<file path="src/rtl/st_ctrl_if.sv">
// Data-memory write port used by the M-stage store controller.
//
// Handshake: req/ack. The master raises mem_req with mem_addr, mem_wdata and
// mem_be valid and holds all four stable until it samples mem_ack high at a
// rising edge; that edge completes the transfer and mem_req drops the next
// cycle. The master may also withdraw mem_req after its own timeout, in which
// case the write is abandoned. mem_ack seen while mem_req is low means nothing.
interface st_ctrl_if;
    logic        mem_req;
    logic [31:0] mem_addr;
    logic [31:0] mem_wdata;
    logic [3:0]  mem_be;
    logic        mem_ack;

    modport master (
        output mem_req,
        output mem_addr,
        output mem_wdata,
        output mem_be,
        input  mem_ack
    );

    modport slave (
        input  mem_req,
        input  mem_addr,
        input  mem_wdata,
        input  mem_be,
        output mem_ack
    );
endinterface

</file>
<file path="src/rtl/st_ctrl.sv">
// M-stage store controller: decodes SB/SH/SW, checks alignment, builds the
// word address, byte lanes and lane-replicated data, and holds the pipeline
// while the write waits for mem_ack (or gives up after TIMEOUT cycles).
module st_ctrl #(
    parameter int unsigned TIMEOUT = 255
) (
    input  logic        clk,
    input  logic        reset,
    input  logic [31:0] IR_M,
    input  logic [31:0] AO_M,
    input  logic [31:0] RT_M,
    input  logic        valid_M,
    input  logic        flush_M,
    output logic        stall,
    output logic        ades,
    output logic        bus_err,
    output logic        state_dbg,
    st_ctrl_if.master   mem
);

    localparam logic [5:0]  OP_SB = 6'h28;
    localparam logic [5:0]  OP_SH = 6'h29;
    localparam logic [5:0]  OP_SW = 6'h2b;
    localparam logic [15:0] LAST  = 16'(TIMEOUT - 1);

    typedef enum logic {
        IDLE = 1'b0,
        BUSY = 1'b1
    } state_t;

    state_t      state;
    state_t      state_nx;
    logic [5:0]  op;
    logic        is_store;
    logic        aligned;
    logic [3:0]  be_d;
    logic [31:0] wdata_d;
    logic        start;
    logic        misalign;
    logic        expire;
    logic [15:0] cnt;
    logic [31:0] addr_q;
    logic [31:0] wdata_q;
    logic [3:0]  be_q;
    logic        unused_ir;

    assign op        = IR_M[31:26];
    assign unused_ir = ^IR_M[25:0];
    assign is_store  = (op == OP_SB) || (op == OP_SH) || (op == OP_SW);
    assign start     = valid_M && !flush_M && is_store && aligned && (state == IDLE);
    assign misalign  = valid_M && !flush_M && is_store && !aligned && (state == IDLE);
    assign expire    = (cnt == LAST);
    assign state_dbg = state;

    // Address and data leave through registers so they stay put for the whole request.
    assign mem.mem_addr  = addr_q;
    assign mem.mem_wdata = wdata_q;

    // Store decode: alignment, little-endian lane enables, replicated write data.
    always_comb begin
        aligned = 1'b0;
        be_d    = 4'b0000;
        wdata_d = RT_M;
        case (op)
            OP_SB: begin
                aligned = 1'b1;
                be_d    = 4'b0001 << AO_M[1:0];
                wdata_d = {4{RT_M[7:0]}};
            end
            OP_SH: begin
                aligned = !AO_M[0];
                be_d    = AO_M[1] ? 4'b1100 : 4'b0011;
                wdata_d = {2{RT_M[15:0]}};
            end
            OP_SW: begin
                aligned = (AO_M[1:0] == 2'b00);
                be_d    = 4'b1111;
            end
            default: ;
        endcase
    end

    // Next state and handshake outputs; a timeout releases the stall in its last cycle.
    always_comb begin
        state_nx     = state;
        stall        = 1'b0;
        mem.mem_req  = 1'b0;
        mem.mem_be   = 4'b0000;
        case (state)
            IDLE: begin
                stall = start;
                if (start) state_nx = BUSY;
            end
            BUSY: begin
                mem.mem_req = 1'b1;
                mem.mem_be  = be_q;
                stall       = !mem.mem_ack && !expire;
                if (mem.mem_ack || expire) state_nx = IDLE;
            end
            default: state_nx = IDLE;
        endcase
    end

    // State register.
    always_ff @(posedge clk) begin
        if (reset) state <= IDLE;
        else       state <= state_nx;
    end

    // Latch the store at start; count waiting cycles (saturating) while busy.
    always_ff @(posedge clk) begin
        if (reset) begin
            addr_q  <= 32'h0;
            wdata_q <= 32'h0;
            be_q    <= 4'b0000;
            cnt     <= 16'h0;
        end else if (start) begin
            addr_q  <= {AO_M[31:2], 2'b00};
            wdata_q <= wdata_d;
            be_q    <= be_d;
            cnt     <= 16'h0;
        end else if ((state == BUSY) && !mem.mem_ack && !expire && (cnt != 16'hFFFF)) begin
            cnt <= cnt + 16'h1;
        end
    end

    // One-cycle exception pulses, registered.
    always_ff @(posedge clk) begin
        if (reset) begin
            ades    <= 1'b0;
            bus_err <= 1'b0;
        end else begin
            ades    <= misalign;
            bus_err <= (state == BUSY) && !mem.mem_ack && expire;
        end
    end

endmodule
</file>
<file path="src/flat_wrapper.sv">
// flat-port wrapper written by rule: the top's interface ports become plain ports
module st_ctrl_flat 
#(
    parameter int unsigned TIMEOUT = 255
)
  (clk, reset, IR_M, AO_M, RT_M, valid_M, flush_M, stall, ades, bus_err, state_dbg, mem_mem_req, mem_mem_addr, mem_mem_wdata, mem_mem_be, mem_mem_ack);
  st_ctrl_if mem_i ();
  input  logic clk;
  input  logic reset;
  input  logic [31:0] IR_M;
  input  logic [31:0] AO_M;
  input  logic [31:0] RT_M;
  input  logic valid_M;
  input  logic flush_M;
  output logic stall;
  output logic ades;
  output logic bus_err;
  output logic state_dbg;
  output wire logic [$bits(mem_i.mem_req)-1:0] mem_mem_req;
  output wire logic [$bits(mem_i.mem_addr)-1:0] mem_mem_addr;
  output wire logic [$bits(mem_i.mem_wdata)-1:0] mem_mem_wdata;
  output wire logic [$bits(mem_i.mem_be)-1:0] mem_mem_be;
  input wire logic [$bits(mem_i.mem_ack)-1:0] mem_mem_ack;
  assign mem_mem_req = mem_i.mem_req;
  assign mem_mem_addr = mem_i.mem_addr;
  assign mem_mem_wdata = mem_i.mem_wdata;
  assign mem_mem_be = mem_i.mem_be;
  assign mem_i.mem_ack = mem_mem_ack;
  st_ctrl #(.TIMEOUT(TIMEOUT)) u_core (.clk(clk), .reset(reset), .IR_M(IR_M), .AO_M(AO_M), .RT_M(RT_M), .valid_M(valid_M), .flush_M(flush_M), .stall(stall), .ades(ades), .bus_err(bus_err), .state_dbg(state_dbg), .mem(mem_i));
endmodule
</file>
<file path="config.mk">
export PLATFORM = sky130hd
export DESIGN_NAME = st_ctrl_flat
export DESIGN_NICKNAME = d
export VERILOG_FILES = /design/src/rtl/st_ctrl_if.sv /design/src/rtl/st_ctrl.sv /design/src/flat_wrapper.sv
export SDC_FILE = /design/constraint.sdc
export NUM_CORES = 1
export LEC_CHECK = 0
export BUFFER_PORTS_ARGS = -buffer_cell sky130_fd_sc_hd__buf_2
export CAP_MARGIN = 0
export CORE_MARGIN = 10
export CORE_UTILIZATION = 48
export CTS_CLUSTER_SIZE = 16
export DETAILED_ROUTE_END_ITERATION = 16
export PLACE_DENSITY = 0.81
export SLEW_MARGIN = 25
export SYNTH_ARGS = -nofsm -noshare
export SYNTH_HDL_FRONTEND = slang
export SYNTH_SLANG_ARGS = --single-unit
</file>
<file path="constraint.sdc">
create_clock -name clk -period 2.09 [get_ports clk]
set_input_delay 0.209 -clock clk [delete_from_list [all_inputs] [get_ports clk]]
set_output_delay 0.209 -clock clk [all_outputs]
set_load 0.01 [all_outputs]
</file>
==> Word level (Yosys, flattened, before mapping) <==
Index checks and enable logic that the tools add are counted.
{ "word_totals": {"out_inout_bits": 73, "word_cells": 46, "ff_bits": 85} }
{ "classes": {"bitwise_logic": 1, "eq_ne": 5, "n_reduce_logical": 21, "add_sub_neg": 1, "shifts": 1, "n_mux": 10} }
{ "op_table": {"columns": ["operator", "count"], "rows": [
  ["$pmux 32 s2", 1],
  ["$eq 6x6->1 const B", 3],
  ["$add 16x1->16 const B", 1],
  ["$eq 16x8->1 const B", 1],
  ["$ne 16x16->1 const B", 1],
  ["$pmux 4 s3", 1],
  ["$logic_and 1x1->1", 11],
  ["$mux 4", 2],
  ["$logic_not 1->1", 5],
  ["$pmux 1 s2", 2],
  ["$shl 1x2->4 const A", 1],
  ["$logic_or 1x1->1", 3],
  ["$mux 1", 3],
  ["$pmux 1 s3", 1],
  ["$logic_not 2->1", 1],
  ["$reduce_or 2->1", 1],
  ["$not 1->1", 1]
]} }

==> Logic depth before layout (Yosys ltp) <==
{ "depth": {"ltp_word": 8, "mapped_depth": 8} }

==> Worst setup path after synthesis <==
No wires, ideal clock.
{ "synth_timing": {"path_type": "reg2reg", "startpoint": "register u_core.cnt[0]", "endpoint": "register u_core.cnt[10]", "arrival_ns": 1.639, "path_stages_with_launch": 8, "t_required_ns": 1.969, "path_buffers": 1, "slack_ns": 0.330, "cell_sequence": "dfxtp_1 inv_1 ha_1 and4b_1 and4_4 buf_6 nor4_1 mux2_2"} }
{ "synth_between": {"elab_chain_len": 4} }
{ "synth_lines": {"columns": ["item", "line_no", "rtl"], "rows": [
  ["start: declaration", "st_ctrl.sv:41", "logic [15:0] cnt;"],
  ["start signal: assignment", "st_ctrl.sv:123", "cnt <= cnt + 16'h1;"],
  ["branches (longest 4 deep; another with $add 16x1->16)", null, null]
]} }
Parallel ways; which one is timed is not known.
A chain may end at the register's enable or synchronous reset.

==> Worst setup path after layout <==
{ "layout_timing": {"startpoint": "register u_core.cnt[0]", "endpoint": "output port stall"} }
{ "layout_between": {"elab_chain_len": 4} }
{ "layout_lines": {"columns": ["item", "line_no", "rtl"], "rows": [
  ["$eq 16x8->1", "st_ctrl.sv:52", "assign expire = (cnt == LAST);"],
  ["$logic_not 1->1", "st_ctrl.sv:97", "stall = !mem.mem_ack && !expire;"],
  ["$logic_and 1x1->1", "st_ctrl.sv:97", null],
  ["$pmux 1 s2", "st_ctrl.sv:89", "case (state)"],
  ["end: declaration", "flat_wrapper.sv:15", "output logic stall;"]
]} }
No other way between the ends.

==> metrics.md <==
| Metric | Value |
|---|---|
| Global Route Usage Sum | `18.9%` |
| Iter 0 DRT Violations | `257` |
| Post-layout minimum cycle time | `1.97 ns` |
| Design area | `0.00503 mm²` |
| Total number of vias | `3967` |
| Netlist area before placement | `0.00401 mm²` |
| Worst hold path stage count | `3` |
| Io pins | `174` |
| Antenna Diode Count | `0` |
| Number of buffers on the longest clock path | `2` |
| Horizontal extent of the die | `111 µm` |
| First drt pass iteration count | `5` |
| Via density per instance | `5.62` |
| Critical R2R Launch | `u_core.cnt[0]$_SDFFE_PP0P_` |
| Number of synthesized register bits | `85` |
| Capture endpoint of the worst hold path | `u_core.mem.mem_addr[20]$_SDFFE_PP0P_` |
| Vertical die dimension | `111 µm` |
| Initial core utilization | `49.0%` |
| Gr ovfl total | `0` |
| TritonCTS clock tree | `done` |
| Cts bufs inserted | `9` |
| Instance area after placement | `0.00479 mm²` |
| R2r worst-path depth | `7` |
| Worst Min Path Start | `AO_M[20]` |
| Largest driver fanout on the critical path | `4` |
| Clock Skew | `0.00725 ns` |
| Primary FF master, synth | `sky130_fd_sc_hd__dfxtp_1` |
| Gpl congestion | `0.872` |
| HPWL reported at the end of detailed placement | `9.15 mm` |
| Vias in the first global route | `4033` |
| Distinct cell type count of the synthesized netlist | `49` |
| Area fraction of the dominant cell type after synthesis | `42.5%` |
| Final Routed Wirelength | `12.3 mm` |
| Insertion delay of the later-clocked pin in the worst-skew pair | `0.35 ns` |
| Number of max-cap violations | `0` |
| Highest-count cells in the layout ignoring fill and taps | `sky130_fd_sc_hd__buf_2 (145), sky130_fd_sc_hd__nand2_1 (92), sky130_fd_sc_hd__dfxtp_1 (84)` |
| Pins Over Slew Limit | `0` |
| Filler cell count in the final layout | `736` |
| Number of enable-type register cells in the synthesized netlist | `0` |
| CTS Root Cell | `sky130_fd_sc_hd__clkbuf_8` |
| Area delta synth->final | `25.4%` |
| Placeable core region | `0.00818 mm²` |
| Synth top area cells | `sky130_fd_sc_hd__dfxtp_1 (42%), sky130_fd_sc_hd__mux2i_1 (9.0%), sky130_fd_sc_hd__nand2_1 (8.6%)` |
| Final hold violation count | `0` |
| Buffers on Ports | `145` |
| Clock Pin Slew Worst Setup and Hold Paths | `0.09 ns` |
| First-pass GRT wire length | `19.8 mm` |
| DRC viols | `0` |
| Final setup TNS | `0 ns` |
| Layout cells sized above 1 | `33.9%` |
| Capturing point of the worst reg2reg path | `u_core.cnt[10]$_SDFFE_PP0P_` |
| Reg2reg setup slack | `0.16 ns` |
| Result of the run | `completed` |
| Final-report setup violation count | `0` |
| Post-Syn Area per Cell | `8.66 µm²` |
| Worst setup slack before clock tree synthesis | `0.220 ns` |
| Highest attainable clock frequency | `0.509 GHz` |
| Antenna violations before repair | `0` |
| H-tree depth | `3` |
| Post-synthesis cell type with the largest combined area | `sky130_fd_sc_hd__dfxtp_1` |
| Number of antenna-violating nets in the routed design | `0` |
| Unrepaired setup endpoints after global routing | `no` |
| Worst Setup Start Kind | `flip-flop` |
| Async set-or-reset flop fraction in the synthesized netlist | `0%` |
| Critical path class | `flip-flop to output port` |
| Data required time of the worst path | `1.88 ns` |
| Worst hold path type | `input pin to flip-flop` |
| Maximum number of pins on one net before global-route repair | `57` |
| Critical Path End Type | `output port` |
| Clock tree sinks | `85` |
| # hold bufs at CTS | `0` |
| Maximum vdd drop | `472 µV` |
| Rel. slew slack | `54.6%` |
| Share of the yosys chip area belonging to registers | `42.5%` |
| Placement Rows | `33` |
| Endpoint arrival time on the critical path | `1.76 ns` |
| Areal power density over the cells | `633 mW/mm²` |
| Final #Nets | `699` |
| Setup slack of the critical path after layout | `0.125 ns` |
| Leakage Power | `0.00206 µW` |
| Average wire length per cell after detail routing | `17.4 µm` |
| Synthesized instance count | `463` |
| Most common cell after layout, fill and taps aside | `sky130_fd_sc_hd__buf_2` |
| Floorplan die area | `0.0124 mm²` |
| Total number of yosys warnings | `0` |
| Crit share post-route | `94.0%` |
| Transition at the pin with the smallest max-transition slack | `0.671 ns` |
## flip-flops by register name, summed over array words and instances (netlist names)
signal	count
u_core.mem.mem_wdata	32
u_core.mem.mem_addr	30
u_core.cnt	16
u_core.be_q	4
u_core.ades	1
u_core.bus_err	1
u_core.state_dbg	1
## final cells by class
cell class | instances | area, µm² | area share [%]
multi-input combinational | 334 | 2060 | 41.0
timing repair buffer | 161 | 883 | 17.6
clock buffer | 10 | 138 | 2.74
tap | 105 | 131 | 2.61
sequential | 85 | 1700 | 33.9
inverter | 5 | 18.8 | 0.373
clock inverter | 6 | 93.8 | 1.87
## layer usage
metal | wire length, µm | GRT usage, %
met5 | 0 | 0
met4 | 377 | 7.63
met3 | 1150 | 7.73
met2 | 6380 | 33.9
met1 | 4410 | 19.1
## worst max-delay path, stage by stage (launching register included)
cell and delay (ns):
sky130_fd_sc_hd__dfxtp_2 0.35, sky130_fd_sc_hd__inv_1 0.06, sky130_fd_sc_hd__ha_1 0.19, sky130_fd_sc_hd__and4b_1 0.17
sky130_fd_sc_hd__and4_4 0.14, sky130_fd_sc_hd__or2_2 0.30, sky130_fd_sc_hd__nand2_1 0.06, sky130_fd_sc_hd__buf_2 0.14
## metrics by stage
stage | instances | power (µW) | utilization (%) | hold WS, ns
CTS | 706 | 3190 | 61.5 | 0.0665
finish | 706 | 3180 | 61.5 | 0.0837
floorplan | 464 | 1770 | - | 0.345
global placement | 689 | 1880 | 58.5 | 0.439
global route | 706 | 3300 | 61.5 | 0.0566
detailed placement | 689 | 1890 | 58.5 | 0.443
## synthesized netlist by cell type (all sizes together), types with 8 or more instances
library cell   n
buf           27
a21oi         59
nor4          14
or3           12
o21ai         14
nand2         92
o211ai         8
dfxtp         85
nor2          11
nand3         26
clkbuf        13
mux2i         36
a211oi         8
## worst max path at each step
stage,startpoint,end,cells after the start
after CTS,u_core.cnt[0]$_SDFFE_PP0P_,stall,7
after detailed placement,u_core.cnt[0]$_SDFFE_PP0P_,u_core.cnt[10]$_SDFFE_PP0P_,6
after floorplan,u_core.cnt[0]$_SDFFE_PP0P_,u_core.cnt[10]$_SDFFE_PP0P_,7
after global placement,u_core.cnt[0]$_SDFFE_PP0P_,u_core.cnt[10]$_SDFFE_PP0P_,6
after global routing,u_core.cnt[0]$_SDFFE_PP0P_,stall,7
final,u_core.cnt[0]$_SDFFE_PP0P_,stall,7
## power breakdown
group | switching, µW | internal (µW)
combinational | 124 | 98.2
clock | 617 | 714
sequential | 3.26 | 1620
total | 744 | 2440
## cell families (layout without fill, tap and decap cells)
kind of cell	after synthesis	count (layout)	synth area share, %
AO/OA/AOI/OAI	96	96	14.0
other	1	2	0.0936
AND/OR/NAND/NOR	196	196	26.7
adder cells (fa/ha/maj)	2	2	0.624
buffers and inverters	45	182	6.56
multiplexers	38	38	9.55
flip-flops	85	85	42.5
## timing repair
item,CTS,global route
gates resized for setup,1,1
setup buffers,1,0
setup endpoints to repair,1,1
pin swaps,1,0
hold endpoints to repair,0,0
Power figures use the tool's default switching activity.
